File: config.mk
export PLATFORM = sky130hd
export DESIGN_NAME = cell_write_ctrl
export DESIGN_NICKNAME = d
export VERILOG_FILES = /design/src/rtl/cell_write_ctrl_pkg.sv /design/src/rtl/cell_write_ctrl_timer.sv /design/src/rtl/cell_write_ctrl.sv
export SDC_FILE = /design/constraint.sdc
export NUM_CORES = 1
export LEC_CHECK = 0
export ABC_AREA = 0
export BUFFER_PORTS_ARGS = -buffer_cell sky130_fd_sc_hd__buf_4
export CORE_ASPECT_RATIO = 1.2
export CORE_MARGIN = 4
export CORE_UTILIZATION = 40
export CTS_CLUSTER_DIAMETER = 50
export DETAILED_ROUTE_END_ITERATION = 12
export HOLD_SLACK_MARGIN = 0.12
export PLACE_DENSITY_LB_ADDON = 0.12
export SYNTH_ARGS = -nofsm -noshare
export SYNTH_HDL_FRONTEND = slang
export SYNTH_SLANG_ARGS = --single-unit
File: constraint.sdc
create_clock -name clk -period 2.2 [get_ports clk]
set_clock_uncertainty 0.05 [all_clocks]
set_input_delay 0.44 -clock clk [delete_from_list [all_inputs] [get_ports clk]]
set_output_delay 0.44 -clock clk [all_outputs]
set_load 0.03 [all_outputs]
File: src/rtl/cell_write_ctrl_pkg.sv
// cell_write_ctrl shared types and constants
// FSM encoding, error codes, board helpers
package cell_write_ctrl_pkg;

  typedef enum logic [1:0] {
    ST_IDLE    = 2'd0,
    ST_PREDICT = 2'd1,
    ST_WRITE   = 2'd2,
    ST_HOLDOFF = 2'd3
  } state_t;

  localparam logic [2:0] ERR_NONE    = 3'd0;
  localparam logic [2:0] ERR_COORD   = 3'd1;
  localparam logic [2:0] ERR_DIGIT   = 3'd2;
  localparam logic [2:0] ERR_TIMEOUT = 3'd3;
  localparam logic [2:0] ERR_LOCKED  = 3'd4;

  localparam int BOARD_DIM = 9;

  function automatic logic coord_ok(
    input logic [3:0] v
  );
    return v < 4'(BOARD_DIM);
  endfunction

  function automatic logic digit_ok(
    input logic [3:0] d
  );
    return (d != 4'd0) && (d <= 4'(BOARD_DIM));
  endfunction

  function automatic logic [6:0] cell_idx(
    input logic [3:0] row,
    input logic [3:0] col
  );
    return 7'(int'(row) * BOARD_DIM + int'(col));
  endfunction

endpackage

File: src/rtl/cell_write_ctrl_timer.sv
// cwc_timer: loadable down-counter, stops at 0
// ports: clk, rst(n), load, load_val, en, zero
module cwc_timer #(
  parameter int W = 20
) (
  input  logic         clk,
  input  logic         rst,
  input  logic         load,
  input  logic [W-1:0] load_val,
  input  logic         en,
  output logic         zero
);

  logic [W-1:0] cnt;

  always_ff @(posedge clk or negedge rst) begin
    if (!rst) begin
      cnt <= '0;
    end else if (load) begin
      cnt <= load_val;
    end else if (en && (cnt != '0)) begin
      cnt <= cnt - 1'b1;
    end
  end

  assign zero = (cnt == '0);

endmodule

File: src/rtl/cell_write_ctrl.sv
// cell_write_ctrl: track -> predict -> write FSM
// in: clk rst enable track_valid block_x/y cell_blank
//     pred_done pred_digit
// out: pred_start wr_pulse wr_row/col/data busy
//      err_code wr_count
// option: CELL_WRITE_GIVEN_LOCK_EN blocks given cells
module cell_write_ctrl
  import cell_write_ctrl_pkg::*;
#(
  parameter int unsigned TIMEOUT_CYCLES = 1_000_000,
  parameter int unsigned HOLDOFF_CYCLES = 1024
) (
  input  logic        clk,
  input  logic        rst,
  input  logic        enable,
  input  logic        track_valid,
  input  logic [3:0]  block_x,
  input  logic [3:0]  block_y,
  input  logic [80:0] cell_blank,
  output logic        pred_start,
  input  logic        pred_done,
  input  logic [3:0]  pred_digit,
  output logic        wr_pulse,
  output logic [3:0]  wr_row,
  output logic [3:0]  wr_col,
  output logic [3:0]  wr_data,
  output logic        busy,
  output logic [2:0]  err_code,
  output logic [7:0]  wr_count
);

  localparam int unsigned MAXC =
    (TIMEOUT_CYCLES > HOLDOFF_CYCLES) ?
    TIMEOUT_CYCLES : HOLDOFF_CYCLES;
  localparam int TW = $clog2(MAXC + 1);

  state_t state, state_n;

  logic          capture;
  logic          latch;
  logic          err_set;
  logic [2:0]    err_n;
  logic          cnt_inc;
  logic          tmr_load;
  logic [TW-1:0] tmr_val;
  logic          tmr_en;
  logic          tmr_zero;

  cwc_timer #(.W(TW)) u_timer (
    .clk      (clk),
    .rst      (rst),
    .load     (tmr_load),
    .load_val (tmr_val),
    .en       (tmr_en),
    .zero     (tmr_zero)
  );

  assign tmr_en = (state == ST_PREDICT) ||
                  (state == ST_HOLDOFF);

  always_ff @(posedge clk or negedge rst) begin
    if (!rst) state <= ST_IDLE;
    else      state <= state_n;
  end

  always_comb begin
    state_n  = state;
    capture  = 1'b0;
    latch    = 1'b0;
    err_set  = 1'b0;
    err_n    = err_code;
    cnt_inc  = 1'b0;
    tmr_load = 1'b0;
    tmr_val  = '0;
    if (!enable) begin
      state_n = ST_IDLE;
    end else begin
      unique case (state)
        ST_IDLE: begin
          if (track_valid) begin
            err_set = 1'b1;
            if (coord_ok(block_x) &&
                coord_ok(block_y)) begin
              capture  = 1'b1;
              err_n    = ERR_NONE;
              tmr_load = 1'b1;
              tmr_val  = TW'(TIMEOUT_CYCLES - 1);
              state_n  = ST_PREDICT;
            end else begin
              err_n = ERR_COORD;
            end
          end
        end
        ST_PREDICT: begin
          // pred_done wins over a same-cycle timeout
          if (pred_done) begin
            if (!digit_ok(pred_digit)) begin
              err_set = 1'b1;
              err_n   = ERR_DIGIT;
              state_n = ST_IDLE;
`ifdef CELL_WRITE_GIVEN_LOCK_EN
            end else if (!cell_blank[
                cell_idx(wr_row, wr_col)]) begin
              err_set = 1'b1;
              err_n   = ERR_LOCKED;
              state_n = ST_IDLE;
`endif
            end else begin
              latch   = 1'b1;
              state_n = ST_WRITE;
            end
          end else if (tmr_zero) begin
            err_set = 1'b1;
            err_n   = ERR_TIMEOUT;
            state_n = ST_IDLE;
          end
        end
        ST_WRITE: begin
          cnt_inc  = 1'b1;
          tmr_load = 1'b1;
          tmr_val  = TW'(HOLDOFF_CYCLES - 1);
          state_n  = ST_HOLDOFF;
        end
        ST_HOLDOFF: begin
          if (tmr_zero) state_n = ST_IDLE;
        end
        default: state_n = ST_IDLE;
      endcase
    end
  end

`ifndef CELL_WRITE_GIVEN_LOCK_EN
  logic unused_blank;
  assign unused_blank = ^cell_blank;
`endif

  always_ff @(posedge clk or negedge rst) begin
    if (!rst) begin
      pred_start <= 1'b0;
      wr_row     <= '0;
      wr_col     <= '0;
      wr_data    <= '0;
      err_code   <= ERR_NONE;
      wr_count   <= '0;
    end else begin
      pred_start <= capture;
      if (capture) begin
        wr_row <= block_y;
        wr_col <= block_x;
      end
      if (latch)   wr_data  <= pred_digit;
      if (err_set) err_code <= err_n;
      if (cnt_inc && (wr_count != 8'hFF))
        wr_count <= wr_count + 8'd1;
    end
  end

  // enable low in WRITE suppresses the strobe
  assign wr_pulse = (state == ST_WRITE) && enable;
  assign busy     = (state != ST_IDLE);

endmodule

* Word level (Yosys, flattened, before mapping) *
Cells that the tools add are included.

operators by class
  reduce and logical (&&, ||, !) cells = 15
  eq/ne operators = 9
  order comparisons = 3
  add/subtract/negate cells = 2
  muxes and demuxes = 37

operators with widths
  operator                 count
  $mux W20                 5
  $pmux W20 S2             1
  $logic_not A20 Y1        1
  $reduce_bool A20 Y1      1
  $sub A20 B1 Y20 const B  1
  $mux W1                  17
  $mux W2                  6
  $mux W3                  4
  $ne A3 B3 Y1 const B     4
  $add A8 B1 Y8 const B    1
  $lt A4 B4 Y1 const B     2
  $ne A8 B8 Y1 const B     1
  $pmux W2 S4              1
  $pmux W3 S2              1
  $reduce_and A6 Y1        1
  $reduce_bool A2 Y1       3
  $logic_and A1 B1 Y1      5
  $eq A2 B2 Y1 const B     2
  $le A4 B4 Y1 const B     1
  $pmux W1 S2              2
  $reduce_bool A4 Y1       1
  $eq A2 B1 Y1 const B     1
  $logic_not A2 Y1         1
  $ne A2 B2 Y1 const B     1
  2 further kinds          2

word-level totals
  register bits = 46
  logic and storage cells = 74

* Logic depth before layout (Yosys ltp) *
  depth after elaboration = 7
  gate-level depth with buffers = 8
  depth with buffers taken out = 7

* Hierarchy *
From an unflattened synthesis, not the netlist that was laid out.

second synthesis, totals
  cell total of the unflattened synthesis = 246
  area total of the unflattened synthesis = 2547.4 um^2

by module, submodules not included
  module           sequential area each (um^2)  area an instance (um^2)  times used  cells each
  cell_write_ctrl  625.6                        1302.5                   1           114
  cwc_timer        500.5                        1244.9                   1           132

* Worst setup path before layout *
No wires, ideal clock.

  kind = register -> register
  from = reg u_timer.cnt[4]
  to = reg u_timer.cnt[19]
  stages on the path, launching flop included = 8
  path buffers = 2
  clock period less this slack = 2.314 ns
  setup slack = -0.114 ns
  setup time = 0.124 ns
  required time = 2.026 ns
  arrival time = 2.140 ns
  cells stage by stage = dfrtp_1 -> or4_1 -> buf_2 -> or4_4 -> buf_6 -> or3_1 -> a21oi_1 -> nor2_1

between the ends
  cells in the longest elaborated chain, start to end = 3
  elaborated cells on any way between the ends = 6
  those cells by class = 1 x add/sub; 2 x mux; 3 x reduce/logical

RTL lines
  element                                                        RTL line                                                  source
  start: declaration                                             cell_write_ctrl_timer.sv:14                               logic [W-1:0] cnt;
  start signal: assignment                                       cell_write_ctrl_timer.sv:20                               cnt <= load_val;
  start signal: assignment                                       cell_write_ctrl_timer.sv:22                               cnt <= cnt - 1'b1;
  $sub A20 B1 Y20 / $reduce_bool A20 Y1 (equally long branches)  cell_write_ctrl_timer.sv:22, cell_write_ctrl_timer.sv:21
  $mux W20 / $logic_and A1 B1 Y1 (equally long branches)         cell_write_ctrl_timer.sv:21                               end else if (en && (cnt != '0)) begin
  $mux W20 / $reduce_bool A2 Y1 (equally long branches)          --

Parallel ways exist; a longest one is shown, timed or not. The select of a mux whose other input is x is not followed.
A chain may end at the register's enable or synchronous reset.

* Final worst setup path *
  from = reg u_timer.cnt[2]
  to = reg u_timer.cnt[11]

The elaborated chain is that of the path after synthesis.

==> results.ini <==
[setup_path]
crit_buf_inv = 0
worstPathCellList = or4_4 -> or4_4 -> o2111ai_4 -> or3_1 -> mux2i_1
critical_path_peak_fanout = 8
reg2reg_slack_ns = -0.05
cp_slowest_stage_delay_ns = 0.63
slowest_stage = or4_4
cp.arrival_ns = 2.43
worstSetupStartpointType = flop
crit_top_cell = or4_4
critPathRequiredTime_ns = 2.37
critical_path_class = flop to flop
end_kind = flop
cp_top_family = simple AND/OR/NAND/NOR gates

[routing]
wl_um = 5430
route.vias.total = 1927
firstDrtPassIters = 4
routedWlPerCell_um = 15.3
vias_per_cell = 5.43
drc = 0
ant_nets = 0
drt_iter0_markers = 81

[floorplan]
coreArea_sq_mm = 0.00541
rows = 29
fp.dieH_um = 91.0
chipWidth_um = 77.1
ioPinCount = 124
initial_core_util = 0.424
die_area_sq_mm = 0.00701

[synth]
syn-num-nets = 325
syn_avg_cell_area_sq_um = 10.2
synth-main-ff-cell = dfrtp_1
syn_area_sq_mm = 0.00229
synth.largest_area_cell = dfrtp_1
synth_edf_count = 0
yosysMostFrequentCell = dfrtp_1
ys_types = 46
synth_common_cells = dfrtp_1 (45), nand2_1 (23), nor2_1 (15)
ys_async_sr_fraction = 1.00
yosys-top-cells-area = dfrtp_1 (49%), mux2_2 (6.9%), nand2_1 (3.8%), xor2_1 (2.7%), nor2_1 (2.5%)
synth.yosys.seq_area_share = 0.491
ys_warn_count = 0
yosysTopAreaCellShare = 0.491
synth_seq_cells = 45
syn_inst = 224

[power_and_ir_drop]
power.density_mw_per_mm2 = 908
power.leakage_nw = 1.39
total_power_mw = 2.79
peakVddDrop_mv = 0.515

[layout]
area_growth_pct = 33.8
multiInputGateArea_sq_mm = 0.00120
fin_area_sq_mm = 0.00307
n_antenna_cell = 0
layout-drive-gt1-share = 0.375
seq_area_sq_mm = 0.00113
nNetsFinal = 393
nFillCells = 467

[grt]
antenna_found_initial = 0
grt-ovfl-total = 0
grt_max_degree = 46
grt_usage = 0.157
grt_pass1_wl_um = 9000
grt_pass1_vias = 1877

[clock_network]
cts-root-buf = clkbuf_8
htreeDepth = 2
path_clk_slew_ns = 0.09
cts_buffers = 5
clk_latency_ns = 0.30
cts.sinks = 45
cts_tree = built
clockBufferDepth = 2

[sta]
fmax_mhz = 444
drv_slew = 0
fin_crit_sh = 1.02
finalSetupViolCount = 11
rsz0062_at_grt = true
report.final.hold_viol_count = 0
relSlewSlack = 0.614
worstMarginPinSlew_ns = 0.579
fin_crit_ns = 2.25
fin_ws_ns = -0.0538

[placed_design]
postPlaceCellArea_sq_mm = 0.00282
dp_hpwl_um = 3930
port_buffers = 41
gp_congestion = 0.834
place_ws_ns = -0.201

[outcome]
violations = negative setup slack
status = complete, but fails checks

[worst_hold_path]
min_path_type = primary input to flop

[run]
maxCapViolCount = 0

-- routing by layer --
layer | track usage | vias up | share of wire
met1 | 0.203 | 918 | 0.44
met5 | 0 | - | 0
met2 | 0.252 | 45 | 0.49
met3 | 0.0465 | 8 | 0.060
li1 | - | 956 | -
met4 | 0.0549 | 0 | 0.013
-- area by class of cell --
type / instances / area share
Multi-Input combinational cell: 162 / 0.391
Sequential cell: 45 / 0.367
Timing Repair Buffer: 66 / 0.163
Clock buffer: 6 / 0.0269
Tap cell: 62 / 0.0253
Inverter: 12 / 0.0147
Clock inverter: 2 / 0.0122
-- registers in the layout, summed over array words and instances (netlist names) --
signal       cells
wr_row           4
u_timer.cnt     20
wr_count         8
err_code         2
wr_data          4
pred_start       1
wr_col           4
state            2
-- cell usage in the layout, fill, tap and decap left out, types with 4 or more instances in the layout --
master | Yosys | final
dfrtp_1 | 45 | 45
clkbuf_8 | 0 | 6
nor2_1 | 15 | 15
mux2i_1 | 4 | 4
a21oi_1 | 10 | 7
o31ai_1 | 5 | 5
o21ai_0 | 6 | 5
or3_1 | 9 | 7
xnor2_1 | 6 | 6
buf_4 | 1 | 64
nand3_1 | 11 | 9
nand4_1 | 4 | 4
nand2_1 | 23 | 19
inv_1 | 11 | 11
nor3_1 | 6 | 5
xor2_1 | 7 | 7
mux2_2 | 14 | 14
-- cells by family (layout without fill, tap and decap cells) --
group	Yosys count	count (layout)	share of synthesized area
fa+ha+maj	3	3	0.0164
other cells	1	1	0.00164
simple gates	82	82	0.182
compound gates	45	45	0.140
buf+inv	17	86	0.0333
mux	18	18	0.0862
flops	45	45	0.491
xor+xnor	13	13	0.0496
-- final timing paths --
check / start / end / cells after the start
max: u_timer.cnt[2] / u_timer.cnt[11] / 5
min: block_x[3] / wr_col[3] / 2
max reg2reg: u_timer.cnt[2] / u_timer.cnt[11] / 5
min reg2reg: u_timer.cnt[13] / u_timer.cnt[13] / 1
max in group asynchronous: rst / wr_count[6] / 2
min in group asynchronous: rst / pred_start / 2
-- where the power goes --
group	switching (mW)	internal, mW
sequential	0.150	1.02
combinational	0.553	0.400
clock	0.298	0.370
-- per-stage QoR --
| stage | TNS [ns] | std cells | hold WS (ns) | utilization |
|---|---|---|---|---|
| 6_report | -0.293 | 355 | 0.330 | 0.568 |
| 4_1_cts | -0.208 | 354 | 0.322 | 0.555 |
| 3_3_place_gp | -0.813 | 345 | 0.433 | 0.522 |
| 3_5_place_dp | -1.20 | 345 | 0.431 | 0.522 |
| 5_1_grt | -1.53 | 355 | 0.321 | 0.568 |
| 2_1_floorplan | -0.410 | 224 | 0.0944 | - |
-- timing repair --
action,CTS,global route
hold buffers,1,0
pin swaps,6,8
gates resized for setup,8,17
endpoints found under the hold margin,45,0
endpoints found under the setup margin,17,20
setup buffers,0,1
No activity file was read; power rests on OpenSTA's default activity.
